===== src/rtl/arith_mod_mersenne_reduct_pkg.sv =====
// -----------------------------------------------------------------------------
// arith_mod_mersenne_reduct_pkg
// Shared constants and helpers for the Mersenne-modulus reduction pipeline.
// Build option: ARITH_MOD_MERSENNE_CANON_EN adds the canonicalising stage, so
// the output stays in [0, M-1]. The latency helper tracks that option.
// -----------------------------------------------------------------------------
package arith_mod_mersenne_reduct_pkg;

`ifdef ARITH_MOD_MERSENNE_CANON_EN
    localparam bit CANON_EN = 1'b1;
`else
    localparam bit CANON_EN = 1'b0;
`endif

    // Widest modulus the M helper can build.
    localparam int unsigned MAX_MOD_W = 512;

    // Cycles from in_avail to out_avail for the selected build.
    function automatic int unsigned get_latency(input bit in_pipe);
        return (in_pipe ? 32'd1 : 32'd0) + 32'd2 + (CANON_EN ? 32'd1 : 32'd0);
    endfunction

    // The first fold needs one extra bit for the carry out of hi + lo.
    function automatic int unsigned get_fold_w(input int unsigned mod_w);
        return mod_w + 32'd1;
    endfunction

    // All-ones value of mod_w bits (M = 2^mod_w - 1), right-aligned.
    function automatic logic [MAX_MOD_W-1:0] get_mersenne(input int unsigned mod_w);
        return {MAX_MOD_W{1'b1}} >> (MAX_MOD_W - mod_w);
    endfunction

endpackage


===== src/rtl/arith_mod_mersenne_pipe_reg.sv =====
// -----------------------------------------------------------------------------
// arith_mod_mersenne_pipe_reg
// One pipeline stage: data, avail and side registers.
//   clk, a_rst_n       : clock, asynchronous active-low reset
//   i_data / o_data    : stage data; updates every cycle, resets to 0
//   i_avail / o_avail  : valid flag; resets to 0
//   i_side / o_side    : side data; loaded only with a valid item, so the
//                        reset value is held until the first real item passes.
//                        RST_SIDE[0]: reset to 0, RST_SIDE[1]: reset to 1,
//                        neither: not reset.
// -----------------------------------------------------------------------------
module arith_mod_mersenne_pipe_reg #(
    parameter int          DATA_W   = 8,
    parameter int          SIDE_W   = 1,
    parameter logic [1:0]  RST_SIDE = 2'b00
) (
    input  logic              clk,
    input  logic              a_rst_n,
    input  logic [DATA_W-1:0] i_data,
    input  logic              i_avail,
    input  logic [SIDE_W-1:0] i_side,
    output logic [DATA_W-1:0] o_data,
    output logic              o_avail,
    output logic [SIDE_W-1:0] o_side
);

    logic [DATA_W-1:0] r_data;
    logic              r_avail;
    logic [SIDE_W-1:0] r_side;

    always_ff @(posedge clk or negedge a_rst_n) begin
        if (!a_rst_n) begin
            r_data  <= '0;
            r_avail <= 1'b0;
        end else begin
            r_data  <= i_data;
            r_avail <= i_avail;
        end
    end

    generate
        if (RST_SIDE[0]) begin : g_side_rst0
            always_ff @(posedge clk or negedge a_rst_n) begin
                if (!a_rst_n)     r_side <= '0;
                else if (i_avail) r_side <= i_side;
            end
        end else if (RST_SIDE[1]) begin : g_side_rst1
            always_ff @(posedge clk or negedge a_rst_n) begin
                if (!a_rst_n)     r_side <= '1;
                else if (i_avail) r_side <= i_side;
            end
        end else begin : g_side_norst
            always_ff @(posedge clk) begin
                if (i_avail) r_side <= i_side;
            end
        end
    endgenerate

    assign o_data  = r_data;
    assign o_avail = r_avail;
    assign o_side  = r_side;

endmodule


===== src/rtl/arith_mod_mersenne_reduct.sv =====
// -----------------------------------------------------------------------------
// arith_mod_mersenne_reduct
// Pipelined reduction of a modulo M = 2^MOD_W - 1 by fold-and-add.
//   clk, a_rst_n          : clock, asynchronous active-low reset
//   a, in_avail, in_side  : input value, its valid flag, side data
//   z, out_avail, out_side: residue, its valid flag, aligned side data
// Stages: [S0 input reg if IN_PIPE] -> S1 hi+lo -> S2 carry fold
//         -> [S3 M->0 if ARITH_MOD_MERSENNE_CANON_EN]
// Without ARITH_MOD_MERSENNE_CANON_EN, z may equal M (a redundant zero).
// Side ports are one bit wide when SIDE_W = 0 and then carry nothing useful.
// -----------------------------------------------------------------------------
module arith_mod_mersenne_reduct
    import arith_mod_mersenne_reduct_pkg::*;
#(
    parameter int          IN_W     = 128,
    parameter int          MOD_W    = 64,
    parameter bit          IN_PIPE  = 1'b1,
    parameter int          SIDE_W   = 0,
    parameter logic [1:0]  RST_SIDE = 2'b00
) (
    input  logic                                  clk,
    input  logic                                  a_rst_n,
    input  logic [IN_W-1:0]                       a,
    input  logic                                  in_avail,
    output logic [MOD_W-1:0]                      z,
    output logic                                  out_avail,
    input  logic [((SIDE_W > 0) ? SIDE_W : 1)-1:0] in_side,
    output logic [((SIDE_W > 0) ? SIDE_W : 1)-1:0] out_side
);

    localparam int X2_W   = 2 * MOD_W;
    localparam int FOLD_W = int'(get_fold_w(MOD_W));
    localparam int SW     = (SIDE_W > 0) ? SIDE_W : 1;

    generate
        if (IN_W < 1 || IN_W > 2 * MOD_W) begin : g_bad_in_w
            $fatal(1, "arith_mod_mersenne_reduct: IN_W must be in [1, 2*MOD_W]");
        end
        if (MOD_W < 2 || MOD_W > int'(MAX_MOD_W)) begin : g_bad_mod_w
            $fatal(1, "arith_mod_mersenne_reduct: MOD_W out of range");
        end
    endgenerate

    logic [X2_W-1:0]   w_a_ext;
    logic [X2_W-1:0]   w_x;
    logic              w_x_avail;
    logic [SW-1:0]     w_x_side;

    assign w_a_ext = X2_W'(a);

    // S0: optional input register
    generate
        if (IN_PIPE) begin : g_s0
            arith_mod_mersenne_pipe_reg #(
                .DATA_W   (X2_W),
                .SIDE_W   (SW),
                .RST_SIDE (RST_SIDE)
            ) u_s0 (
                .clk     (clk),
                .a_rst_n (a_rst_n),
                .i_data  (w_a_ext),
                .i_avail (in_avail),
                .i_side  (in_side),
                .o_data  (w_x),
                .o_avail (w_x_avail),
                .o_side  (w_x_side)
            );
        end else begin : g_s0_bypass
            assign w_x       = w_a_ext;
            assign w_x_avail = in_avail;
            assign w_x_side  = in_side;
        end
    endgenerate

    // S1: 2^MOD_W == 1 (mod M), so hi*2^MOD_W + lo folds to hi + lo.
    logic [FOLD_W-1:0] w_f1_d;
    logic [FOLD_W-1:0] w_f1;
    logic              w_f1_avail;
    logic [SW-1:0]     w_f1_side;

    assign w_f1_d = {1'b0, w_x[X2_W-1:MOD_W]} + {1'b0, w_x[MOD_W-1:0]};

    arith_mod_mersenne_pipe_reg #(
        .DATA_W   (FOLD_W),
        .SIDE_W   (SW),
        .RST_SIDE (RST_SIDE)
    ) u_s1 (
        .clk     (clk),
        .a_rst_n (a_rst_n),
        .i_data  (w_f1_d),
        .i_avail (w_x_avail),
        .i_side  (w_x_side),
        .o_data  (w_f1),
        .o_avail (w_f1_avail),
        .o_side  (w_f1_side)
    );

    // S2: fold the single carry bit back in. When the carry is set the low
    // part is at most 2^MOD_W-2, so the sum fits in MOD_W bits.
    logic [MOD_W-1:0]  w_f2_d;
    logic [MOD_W-1:0]  w_f2;
    logic              w_f2_avail;
    logic [SW-1:0]     w_f2_side;

    assign w_f2_d = w_f1[MOD_W-1:0] + MOD_W'(w_f1[MOD_W]);

    arith_mod_mersenne_pipe_reg #(
        .DATA_W   (MOD_W),
        .SIDE_W   (SW),
        .RST_SIDE (RST_SIDE)
    ) u_s2 (
        .clk     (clk),
        .a_rst_n (a_rst_n),
        .i_data  (w_f2_d),
        .i_avail (w_f1_avail),
        .i_side  (w_f1_side),
        .o_data  (w_f2),
        .o_avail (w_f2_avail),
        .o_side  (w_f2_side)
    );

`ifdef ARITH_MOD_MERSENNE_CANON_EN
    // S3: M is the only redundant value left; map it to 0.
    localparam logic [MOD_W-1:0] M = MOD_W'(get_mersenne(MOD_W));

    logic [MOD_W-1:0]  w_z_d;

    assign w_z_d = (w_f2 == M) ? '0 : w_f2;

    arith_mod_mersenne_pipe_reg #(
        .DATA_W   (MOD_W),
        .SIDE_W   (SW),
        .RST_SIDE (RST_SIDE)
    ) u_s3 (
        .clk     (clk),
        .a_rst_n (a_rst_n),
        .i_data  (w_z_d),
        .i_avail (w_f2_avail),
        .i_side  (w_f2_side),
        .o_data  (z),
        .o_avail (out_avail),
        .o_side  (out_side)
    );
`else
    assign z         = w_f2;
    assign out_avail = w_f2_avail;
    assign out_side  = w_f2_side;
`endif

endmodule


===== config.mk =====
export PLATFORM = sky130hd
export DESIGN_NAME = arith_mod_mersenne_reduct
export DESIGN_NICKNAME = d
export VERILOG_FILES = /design/src/rtl/arith_mod_mersenne_reduct_pkg.sv /design/src/rtl/arith_mod_mersenne_pipe_reg.sv /design/src/rtl/arith_mod_mersenne_reduct.sv
export SDC_FILE = /design/constraint.sdc
export NUM_CORES = 1
export LEC_CHECK = 0
export BUFFER_PORTS_ARGS = -buffer_cell sky130_fd_sc_hd__buf_2
export CORE_MARGIN = 2
export CORE_UTILIZATION = 35
export DETAILED_ROUTE_END_ITERATION = 6
export GPL_TIMING_DRIVEN = 0
export PLACE_DENSITY = 0.54
export SYNTH_ARGS = -nofsm -noshare
export SYNTH_HDL_FRONTEND = slang
export SYNTH_SLANG_ARGS = --single-unit
export TNS_END_PERCENT = 20

===== constraint.sdc =====
create_clock -name clk -period 3.52 [get_ports clk]
set_input_delay 0.176 -clock clk [delete_from_list [all_inputs] [get_ports clk]]
set_output_delay 0.176 -clock clk [all_outputs]
set_load 0.01 [all_outputs]

### Word level (Yosys, flattened, before mapping)

Index checks and enable logic that the tools add are counted.

| cells by class | value |
|---|---|
| $add $sub $neg | 2 |

Operators with widths:

| operator | number |
|---|---|
| 64-bit by 64-bit adder with 65-bit output | 1 |
| 64-bit by 1-bit adder with 64-bit output | 1 |

| storage, ports and cells | value |
|---|---|
| output and inout port bits | 66 |
| logic and storage cells | 11 |
| register bits | 263 |

### Logic depth before layout (Yosys ltp)

Gate-level depths: netlist of the first run.

| logic depth | value |
|---|---|
| depth after elaboration | 1 |
| depth in mapped cells | 11 |
| depth with buffers taken out | 11 |

### Modules after synthesis

A second synthesis of the first run with hierarchy kept.

| second synthesis, totals | value |
|---|---|
| cells, all modules | 999 |
| area, all modules | 11537.3 sq um |

By module, submodules not included:

| module | cells each | area an instance (sq um) | seq. area each (sq um) | times used |
|---|---|---|---|---|
| arith_mod_mersenne_reduct | 736 | 4941.0 | 0.0 | 1 |
| arith_mod_mersenne_pipe_reg at g_s0.u_s0 | 130 | 3258.1 | 3258.1 | 1 |
| arith_mod_mersenne_pipe_reg at u_s1 | 67 | 1681.6 | 1681.6 | 1 |
| arith_mod_mersenne_pipe_reg at u_s2 | 66 | 1656.6 | 1656.6 | 1 |

### Worst setup path before layout of the first run

No wires, ideal clock.

| timing | value |
|---|---|
| path kind | register to register |
| start point | register g_s0.u_s0.r_data[0], in the netlist g_s0.u_s0.o_data[0] |
| end point | register u_s1.r_data[42], in the netlist u_s1.o_data[42] |
| data arrival time | 2.549 ns |
| library setup time | 0.112 ns |
| cell stages (with the launch flop) | 12 |
| data required time | 3.408 ns |
| setup slack | 0.859 ns |
| cells stage by stage | dfrtp_1 -> ha_1 -> fa_1 -> a21oi_1 -> o21ai_1 -> o21ai_1 -> o21ai_2 -> a41oi_4 -> o31ai_4 -> a21oi_2 -> nor2_1 -> a2111oi_2 |

| on the way | value |
|---|---|
| longest elaborated chain between the ends | 1 |

RTL lines:

| what | line | text |
|---|---|---|
| start, declared | arith_mod_mersenne_pipe_reg.sv:27 | `logic [DATA_W-1:0] r_data;` |
| start signal, assigned | arith_mod_mersenne_pipe_reg.sv:36 | `r_data <= i_data;` |
| 64-bit by 64-bit adder with 65-bit output | arith_mod_mersenne_reduct.sv:81 | `assign w_f1_d = {1'b0, w_x[X2_W-1:MOD_W]} + {1'b0, w_x[MOD_W-1:0]};` |
| net u_s1.i_data[42] | arith_mod_mersenne_pipe_reg.sv:19 | `input logic [DATA_W-1:0] i_data,` |
| end signal, assigned | arith_mod_mersenne_pipe_reg.sv:36 |  |
| end, declared | arith_mod_mersenne_pipe_reg.sv:27 |  |

The timed path passes the listed nets, and every way through them passes these cells.
A chain may end at the register's enable or synchronous reset.

### Worst setup path after layout of the first run

| timing | value |
|---|---|
| start point | register g_s0.u_s0.r_data[79], in the netlist g_s0.u_s0.o_data[79] |
| end point | register u_s1.r_data[63], in the netlist u_s1.o_data[63] |

The elaborated chain is that of the path after synthesis.

==> results of run 1 <==
## metrics by stage
stage          utilization (%)  power, uW  instances  setup WS [ns]
2_1_floorplan                -       4589       1018         0.8593
3_3_place_gp             39.91       5201       1663         -2.352
3_5_place_dp             40.11       5220       1665        0.08446
4_1_cts                  46.96       8392       1850        0.02401
5_1_grt                  46.98       8731       1850      0.0002558
6_report                 46.98       8276       1850         0.1653
## synth_stat cells (14+ instances only)
cell	count
sky130_fd_sc_hd__dfrtp_1	260
sky130_fd_sc_hd__nand2_1	94
sky130_fd_sc_hd__xnor2_1	83
sky130_fd_sc_hd__nor2_1	77
sky130_fd_sc_hd__a21oi_1	72
sky130_fd_sc_hd__ha_1	66
sky130_fd_sc_hd__nand3_1	39
sky130_fd_sc_hd__xor2_1	39
sky130_fd_sc_hd__o21ai_0	31
sky130_fd_sc_hd__a21o_1	25
sky130_fd_sc_hd__nand4_1	25
sky130_fd_sc_hd__o21bai_1	20
sky130_fd_sc_hd__inv_1	19
sky130_fd_sc_hd__a31oi_1	14
sky130_fd_sc_hd__and3_1	14
## cell families after synthesis
| group | synth area share, % |
|---|---|
| compound gates | 13.12 |
| xor+xnor | 9.105 |
| buf+inv | 1.343 |
| simple gates | 13.02 |
| fa+ha+maj | 7.207 |
| flops | 56.20 |
## layer usage
| metal | vias up | GRT usage (%) |
|---|---|---|
| met3 | 48 | 2.589 |
| li1 | 4338 | - |
| met5 | - | 0 |
| met2 | 209 | 27.12 |
| met4 | 0 | 4.396 |
| met1 | 4214 | 23.62 |
## worst max-delay path, cell delays in order (launching register included)
cell and delay (ns):
sky130_fd_sc_hd__dfrtp_1 0.37, sky130_fd_sc_hd__ha_1 0.42, sky130_fd_sc_hd__nand2_1 0.15, sky130_fd_sc_hd__nor2_1 0.25, sky130_fd_sc_hd__nor4b_2 0.38, sky130_fd_sc_hd__o21ai_1 0.28
sky130_fd_sc_hd__a211oi_2 0.47, sky130_fd_sc_hd__o31ai_2 0.18, sky130_fd_sc_hd__o41ai_2 0.43, sky130_fd_sc_hd__a211oi_2 0.15, sky130_fd_sc_hd__xnor2_1 0.14
## area by class of cell
cell class                      instances  area [um2]  area share [%]
Sequential cell                       263        6596           42.19
Multi-Input combinational cell        718        4989           31.91
Timing Repair Buffer                  330        2362           15.11
Clock buffer                           39       793.3           5.074
Tap cell                              448       560.5           3.585
Clock inverter                         15       175.2           1.120
Buffer                                 18       86.33          0.5522
Inverter                               19       71.32          0.4562
## power by group through the flow
stage                     Combinational (uW)  Sequential, uW  Clock (uW)
final                                   1600            3670        3000
after global routing                    1770            3720        3230
after CTS                               1610            3680        3110
after detailed placement                1490            3730           0
after global placement                  1480            3730           0
after floorplan                          818            3770           0
## state kept, by name, indices dropped and copies added, names as in the netlist
name               cells
u_s2.o_side            1
u_s1.o_side            1
g_s0.u_s0.o_data     128
g_s0.u_s0.o_side       1
u_s2.o_data           64
u_s2.o_avail           1
g_s0.u_s0.o_avail      1
u_s1.o_data           65
u_s1.o_avail           1
## what timing repair did
| item | CTS | global route |
|---|---|---|
| gates resized for setup | 0 | 1 |
| endpoints found under the hold margin | 195 | 0 |
| hold buffers | 131 | 0 |
| setup endpoints to repair | 0 | 2 |
## worst max-delay path by stage
stage / cells past startpoint / start / slack [ns] / endpoint
after floorplan: 11 / g_s0.u_s0.o_data[0] / 0.86 / u_s1.o_data[42]
after global placement: 1 / a_rst_n / -2.35 / g_s0.u_s0.o_data[63]
after detailed placement: 10 / g_s0.u_s0.o_data[79] / 0.08 / u_s1.o_data[63]
after CTS: 10 / g_s0.u_s0.o_data[79] / 0.02 / u_s1.o_data[63]
after global routing: 10 / g_s0.u_s0.o_data[15] / 0.0003 / u_s1.o_data[63]
final: 10 / g_s0.u_s0.o_data[79] / 0.17 / u_s1.o_data[63]
==> metrics.txt, run 1 <==
# TYPE chip_impl_metric gauge
chip_impl_metric{name="fmax",unit="MHz"} 298.1
chip_impl_metric{name="final-setup-viol-count",unit=""} 0
chip_impl_metric{name="ctsLongestPathBuffers",unit=""} 3
chip_impl_metric{name="period_share",unit="%"} 95.30
chip_impl_metric{name="nNetsFinal",unit=""} 1578
chip_impl_metric{name="initial_utilization",unit="%"} 35.26
chip_impl_info{name="critical_path.endpoint_type",value="flop"} 1
chip_impl_metric{name="timing.final.crit_period",unit="ns"} 3.355
chip_impl_metric{name="cts_inserted_buffers",unit=""} 29
chip_impl_metric{name="fp.dieArea",unit="um2"} 35010
chip_impl_metric{name="floorplan.die.height",unit="um"} 187.1
chip_impl_metric{name="global_route.usage.total",unit="%"} 16.78
chip_impl_metric{name="leakagePower",unit="uW"} 0.007010
chip_impl_metric{name="vdd_drop_max",unit="uV"} 353.7
chip_impl_metric{name="routedWlPerCell",unit="um"} 15.80
chip_impl_metric{name="synth.top_cell.area_share",unit="%"} 55.44
chip_impl_metric{name="wire_length_on_met2",unit="mm"} 13.35
chip_impl_metric{name="number_of_nets_in_the_synthesized_netlist",unit=""} 1217
chip_impl_info{name="highest-signal-layer",value="met4"} 1
chip_impl_metric{name="timing.critical_path.fanout_max",unit=""} 5
chip_impl_metric{name="i_o_pin_count",unit=""} 198
chip_impl_metric{name="finClkSkew",unit="ns"} 0.01608
chip_impl_metric{name="area_delta_synth_final",unit="%"} 33.21
chip_impl_metric{name="num-fill-cells",unit=""} 3108
chip_impl_info{name="layout.cells.most_common",value="sky130_fd_sc_hd__dfrtp_1"} 1
chip_impl_metric{name="first_iter_violations",unit=""} 487
chip_impl_metric{name="grt_pass1_vias",unit=""} 9057
chip_impl_metric{name="insertion_delay",unit="ns"} 0.55
chip_impl_metric{name="grt_max_degree",unit=""} 123
chip_impl_info{name="synthTopCellsByArea",value="sky130_fd_sc_hd__dfrtp_1 (55%), sky130_fd_sc_hd__ha_1 (7.0%), sky130_fd_sc_hd__xnor2_1 (6.2%)"} 1
chip_impl_info{name="dominantRegCellSynth",value="sky130_fd_sc_hd__dfrtp_1"} 1
chip_impl_metric{name="grt_first_pass_wirelength",unit="mm"} 47.18
chip_impl_metric{name="ys_async_sr_fraction",unit="%"} 98.86
chip_impl_info{name="worstReg2RegEnd",value="u_s1.o_data[63]"} 1
chip_impl_metric{name="vias_per_cell",unit=""} 4.762
chip_impl_metric{name="p_comb_share",unit="%"} 19.3
chip_impl_metric{name="route.detailed.drc",unit=""} 0
chip_impl_info{name="timing.hold.worst.class",value="in -> async"} 1
chip_impl_metric{name="slew-limit-headroom",unit="%"} 37.74
chip_impl_metric{name="cts.sink_count",unit=""} 263
chip_impl_metric{name="number_of_storage_elements_in_the_synthesis_netlist",unit=""} 263
chip_impl_metric{name="hold_viol",unit=""} 0
chip_impl_metric{name="num_rows",unit=""} 67
chip_impl_metric{name="grt_antenna_before_repair",unit=""} 0
chip_impl_metric{name="intPower",unit="uW"} 5952
chip_impl_metric{name="synthCells",unit=""} 1018
chip_impl_metric{name="core-area",unit="um2"} 33280
chip_impl_metric{name="reg2reg_setup_slack",unit="ns"} 0.17
chip_impl_metric{name="routed_wl",unit="mm"} 29.23
chip_impl_metric{name="synth-seq-area-share",unit="%"} 56.20
chip_impl_metric{name="drive_above_1_share",unit="%"} 20.47
chip_impl_metric{name="report.final.slew_viol_count",unit=""} 0
chip_impl_metric{name="p_switching",unit="uW"} 2324
chip_impl_metric{name="finalSetupTns",unit="ns"} 0
chip_impl_metric{name="ant_nets",unit=""} 0
chip_impl_metric{name="ys_types",unit=""} 71
chip_impl_metric{name="worst-endpoint-required",unit="ns"} 3.95
chip_impl_metric{name="detailroute.via_count",unit=""} 8809
chip_impl_metric{name="post_placement_cell_area",unit="um2"} 13350
chip_impl_metric{name="synthesis.area",unit="um2"} 11740
chip_impl_info{name="most_frequent_cells_in_the_layout",value="sky130_fd_sc_hd__dfrtp_1 (260), sky130_fd_sc_hd__buf_2 (205), sky130_fd_sc_hd__dlygate4sd3_1 (131)"} 1
chip_impl_metric{name="globalplace.congestion",unit=""} 0.8496
chip_impl_metric{name="drt_pass1_iterations",unit=""} 5
chip_impl_metric{name="reg2regPathDepth",unit=""} 10
chip_impl_metric{name="hold_slack",unit="ns"} 0.1624
chip_impl_info{name="status",value="finished clean"} 1
chip_impl_metric{name="postSynthAreaPerCell",unit="um2"} 11.53
chip_impl_metric{name="power.clock.fraction",unit="%"} 36.3
chip_impl_info{name="rr_startpoint",value="g_s0.u_s0.o_data[79]"} 1
chip_impl_metric{name="globalRouteOverflowTotal",unit=""} 0
chip_impl_info{name="worst-setup-path-type",value="reg -> reg"} 1
chip_impl_metric{name="worst-slew-pin-transition",unit="ns"} 0.9242
chip_impl_metric{name="cellPowerDensity",unit="nW/um2"} 529.4
chip_impl_metric{name="drt-met1-wl",unit="mm"} 13.69
chip_impl_info{name="cts_root_buffer",value="sky130_fd_sc_hd__clkbuf_16"} 1
chip_impl_info{name="unrepaired_setup_endpoints_after_global_routing",value="no"} 1
chip_impl_info{name="tritoncts",value="built"} 1
chip_impl_metric{name="buffer_count_from_post_cts_setup_fixing",unit=""} 0
chip_impl_metric{name="stdcell_area",unit="um2"} 15630
chip_impl_metric{name="port-buffer-count",unit=""} 197
chip_impl_metric{name="sw_frac_of_total",unit="%"} 28.08
chip_impl_metric{name="synth_enable_flop_cells",unit=""} 3
chip_impl_info{name="cp-start-kind",value="flop"} 1
chip_impl_metric{name="chipWidth",unit="um"} 187.1
chip_impl_metric{name="num_antenna_cells",unit=""} 0
chip_impl_metric{name="htree_num_levels",unit=""} 1
chip_impl_info{name="area_leader_netlist",value="sky130_fd_sc_hd__dfrtp_1"} 1
chip_impl_metric{name="drv.max_cap_violation_count",unit=""} 0
chip_impl_metric{name="clk_transition_reported_paths",unit="ns"} 0.06
chip_impl_metric{name="power.sequential.fraction",unit="%"} 44.4
chip_impl_metric{name="arr_time_crit_path",unit="ns"} 3.78
chip_impl_metric{name="synth.yosys.warnings",unit=""} 0
chip_impl_metric{name="post-dp-hpwl",unit="mm"} 21.66
chip_impl_metric{name="route.met3.wl",unit="mm"} 1.503
Power figures use the tool's default switching activity.
==> inputs of run 2 (changes only) <==
Settings changed: CELL_PAD_IN_SITES_DETAIL_PLACEMENT set to 2, CELL_PAD_IN_SITES_GLOBAL_PLACEMENT set to 2, PLACE_DENSITY 0.54 to 0.76.
==> metrics.txt, run 2 (synthesis gave the netlist of run 1 again) <==
# TYPE chip_impl_metric gauge
chip_impl_info{name="status",value="finished clean"} 1
chip_impl_info{name="unrepaired_setup_endpoints_after_global_routing",value="no"} 1
chip_impl_metric{name="num-fill-cells",unit=""} 3380
chip_impl_metric{name="first_iter_violations",unit=""} 415
chip_impl_metric{name="reg2reg_setup_slack",unit="ns"} 0.22
chip_impl_metric{name="grt_pass1_vias",unit=""} 10790
chip_impl_metric{name="multiInputGateArea",unit="um2"} 5016
chip_impl_metric{name="htree_num_levels",unit=""} 1
chip_impl_metric{name="num_rows",unit=""} 67
chip_impl_metric{name="intPower",unit="uW"} 5855
chip_impl_metric{name="buffer_count_from_post_cts_setup_fixing",unit=""} 0
chip_impl_metric{name="p_comb_share",unit="%"} 20.3
chip_impl_metric{name="insertion_delay",unit="ns"} 0.56
chip_impl_info{name="timing.hold.worst.class",value="in -> async"} 1
chip_impl_metric{name="grt_antenna_before_repair",unit=""} 0
chip_impl_metric{name="report.final.slew_viol_count",unit=""} 0
chip_impl_metric{name="arr_time_crit_path",unit="ns"} 3.74
chip_impl_metric{name="timing.critical_path.fanout_max",unit=""} 8
chip_impl_metric{name="drv.max_cap_violation_count",unit=""} 0
chip_impl_metric{name="cellPowerDensity",unit="nW/um2"} 537.9
chip_impl_metric{name="sw_frac_of_total",unit="%"} 30.32
chip_impl_metric{name="final-setup-viol-count",unit=""} 0
chip_impl_info{name="tritoncts",value="built"} 1
chip_impl_info{name="layout.cells.most_common",value="sky130_fd_sc_hd__dfrtp_1"} 1
chip_impl_metric{name="post_placement_cell_area",unit="um2"} 13350
chip_impl_info{name="cp-start-kind",value="flop"} 1
chip_impl_metric{name="power.clock.fraction",unit="%"} 35.3
chip_impl_metric{name="stdcell_area",unit="um2"} 15620
chip_impl_metric{name="cts_inserted_buffers",unit=""} 28
chip_impl_metric{name="worst-slew-pin-transition",unit="ns"} 0.9603
chip_impl_metric{name="reg2regPathDepth",unit=""} 10
chip_impl_metric{name="initial_utilization",unit="%"} 35.26
chip_impl_metric{name="drive_above_1_share",unit="%"} 20.43
chip_impl_metric{name="global_route.usage.total",unit="%"} 23.00
chip_impl_metric{name="global_route.usage.met3",unit="%"} 2.645
chip_impl_metric{name="globalRouteOverflowTotal",unit=""} 0
chip_impl_metric{name="p_switching",unit="uW"} 2548
chip_impl_metric{name="hold_viol",unit=""} 0
chip_impl_metric{name="post-place-ws",unit="ns"} -0.07346
chip_impl_info{name="most_frequent_cells_in_the_layout",value="sky130_fd_sc_hd__dfrtp_1 (260), sky130_fd_sc_hd__buf_2 (205), sky130_fd_sc_hd__dlygate4sd3_1 (132)"} 1
chip_impl_metric{name="routed_wl",unit="mm"} 39.98
chip_impl_metric{name="worst-endpoint-required",unit="ns"} 3.96
chip_impl_metric{name="period_share",unit="%"} 93.78
chip_impl_metric{name="vias_per_cell",unit=""} 5.111
chip_impl_metric{name="routedWlPerCell",unit="um"} 21.63
chip_impl_metric{name="route.detailed.drc",unit=""} 0
chip_impl_metric{name="nNetsFinal",unit=""} 1578
chip_impl_metric{name="cts.sink_count",unit=""} 263
chip_impl_metric{name="area_delta_synth_final",unit="%"} 33.12
chip_impl_metric{name="slew-limit-headroom",unit="%"} 35.30
chip_impl_metric{name="largest_register_ffs",unit=""} 128
chip_impl_metric{name="drt_pass1_iterations",unit=""} 4
chip_impl_metric{name="power.sequential.fraction",unit="%"} 44.4
chip_impl_metric{name="chipWidth",unit="um"} 187.1
chip_impl_metric{name="leakagePower",unit="uW"} 0.007018
chip_impl_metric{name="total_power",unit="uW"} 8404
chip_impl_metric{name="i_o_pin_count",unit=""} 198
chip_impl_metric{name="globalplace.congestion",unit=""} 0.8229
chip_impl_metric{name="finClkSkew",unit="ns"} 0.02917
chip_impl_metric{name="detailroute.via_count",unit=""} 9446
chip_impl_metric{name="num_antenna_cells",unit=""} 0
chip_impl_metric{name="grt_max_degree",unit=""} 129
chip_impl_metric{name="floorplan.die.height",unit="um"} 187.1
chip_impl_metric{name="sequential_cell_area",unit="um2"} 6596
chip_impl_metric{name="fmax",unit="MHz"} 302.9
chip_impl_metric{name="core-area",unit="um2"} 33280
chip_impl_info{name="critical_path.endpoint_type",value="flop"} 1
chip_impl_metric{name="post-dp-hpwl",unit="mm"} 26.58
chip_impl_info{name="worst-setup-path-type",value="reg -> reg"} 1
chip_impl_metric{name="ctsLongestPathBuffers",unit=""} 3
chip_impl_metric{name="port-buffer-count",unit=""} 197
chip_impl_info{name="gr-max-usage-layer",value="met2"} 1
chip_impl_metric{name="fin_ws",unit="ns"} 0.2190
chip_impl_info{name="cts_root_buffer",value="sky130_fd_sc_hd__clkbuf_16"} 1
chip_impl_metric{name="use_met2",unit="%"} 42.54
chip_impl_metric{name="fp.dieArea",unit="um2"} 35010
chip_impl_metric{name="grt_first_pass_wirelength",unit="mm"} 63.19
chip_impl_metric{name="clk_transition_reported_paths",unit="ns"} 0.07
chip_impl_metric{name="vdd_drop_max",unit="uV"} 415.3
chip_impl_metric{name="timing.final.crit_period",unit="ns"} 3.301
chip_impl_metric{name="finalSetupTns",unit="ns"} 0
chip_impl_metric{name="ant_nets",unit=""} 0
chip_impl_metric{name="globalRouteMet1Util",unit="%"} 28.50
-- run 2: cell types whose count changed in the layout (fill, tap and decap cells not counted), sizes merged --
cell / before / now
clkinv: 7 / 13
clkbuf: 47 / 42
clkinvlp: 4 / 2
bufinv: 3 / 2
dlygate4sd3: 131 / 132
inv: 20 / 19
-- run 2: final timing paths --
path,startpoint,to
worst max-delay path,g_s0.u_s0.o_data[21],u_s1.o_data[63]
worst min register to register,u_s1.o_avail,u_s2.o_avail
worst max register to register,g_s0.u_s0.o_data[21],u_s1.o_data[63]
worst min-delay path,a_rst_n,g_s0.u_s0.o_data[22]
max in group asynchronous,a_rst_n,g_s0.u_s0.o_data[19]
min in group clk,a[55],g_s0.u_s0.o_data[55]
-- run 2: cell type report --
type | instances | share of cell area (%)
Clock buffer | 34 | 4.949
Tap cell | 448 | 3.588
Buffer | 18 | 0.5526
Clock inverter | 17 | 0.9450
Inverter | 19 | 0.4565
Multi-Input combinational cell | 718 | 32.11
Timing Repair Buffer | 331 | 15.18
Sequential cell | 263 | 42.22
-- run 2: timing repair --
item / CTS / global route
resized for setup: 2 / 4
endpoints found under the setup margin: 1 / 3
pin swaps: 1 / 0
endpoints found under the hold margin: 391 / 0
hold buffers: 132 / 0
-- run 2: layer usage --
layer	routed length, um	vias to the layer above
li1	-	4339
met1	16940	4850
met2	20800	196
met3	1241	61
met4	996	0
met5	0	-
-- run 2: stage by stage --
| stage | cells | util, % | hold WS, ns |
|---|---|---|---|
| 2_1_floorplan | 1018 | - | -0.1196 |
| 3_3_place_gp | 1663 | 39.91 | 0.2847 |
| 3_5_place_dp | 1665 | 40.11 | -0.01637 |
| 4_1_cts | 1848 | 46.89 | 0.2255 |
| 5_1_grt | 1848 | 46.95 | 0.2329 |
| 6_report | 1848 | 46.95 | 0.2463 |
-- run 2: worst max-delay path: stages (launching register included) --
cell                       delay [ns]
sky130_fd_sc_hd__dfrtp_1         0.38
sky130_fd_sc_hd__ha_1            0.29
sky130_fd_sc_hd__buf_2           0.23
sky130_fd_sc_hd__nand4_1         0.27
sky130_fd_sc_hd__nor4b_2         0.49
sky130_fd_sc_hd__o21ai_1         0.31
sky130_fd_sc_hd__a211oi_4        0.40
sky130_fd_sc_hd__o31ai_2         0.19
sky130_fd_sc_hd__o41ai_4         0.35
sky130_fd_sc_hd__a211oi_2        0.13
sky130_fd_sc_hd__xnor2_1         0.13
-- run 2: power groups by stage --
stage          logic [uW]  registers (uW)  clock network [uW]
2_1_floorplan         818            3770                   0
4_1_cts              1670            3710                3000
5_1_grt              1870            3770                3160
3_3_place_gp         1470            3730                   0
3_5_place_dp         1540            3770                   0
6_report             1710            3730                2970
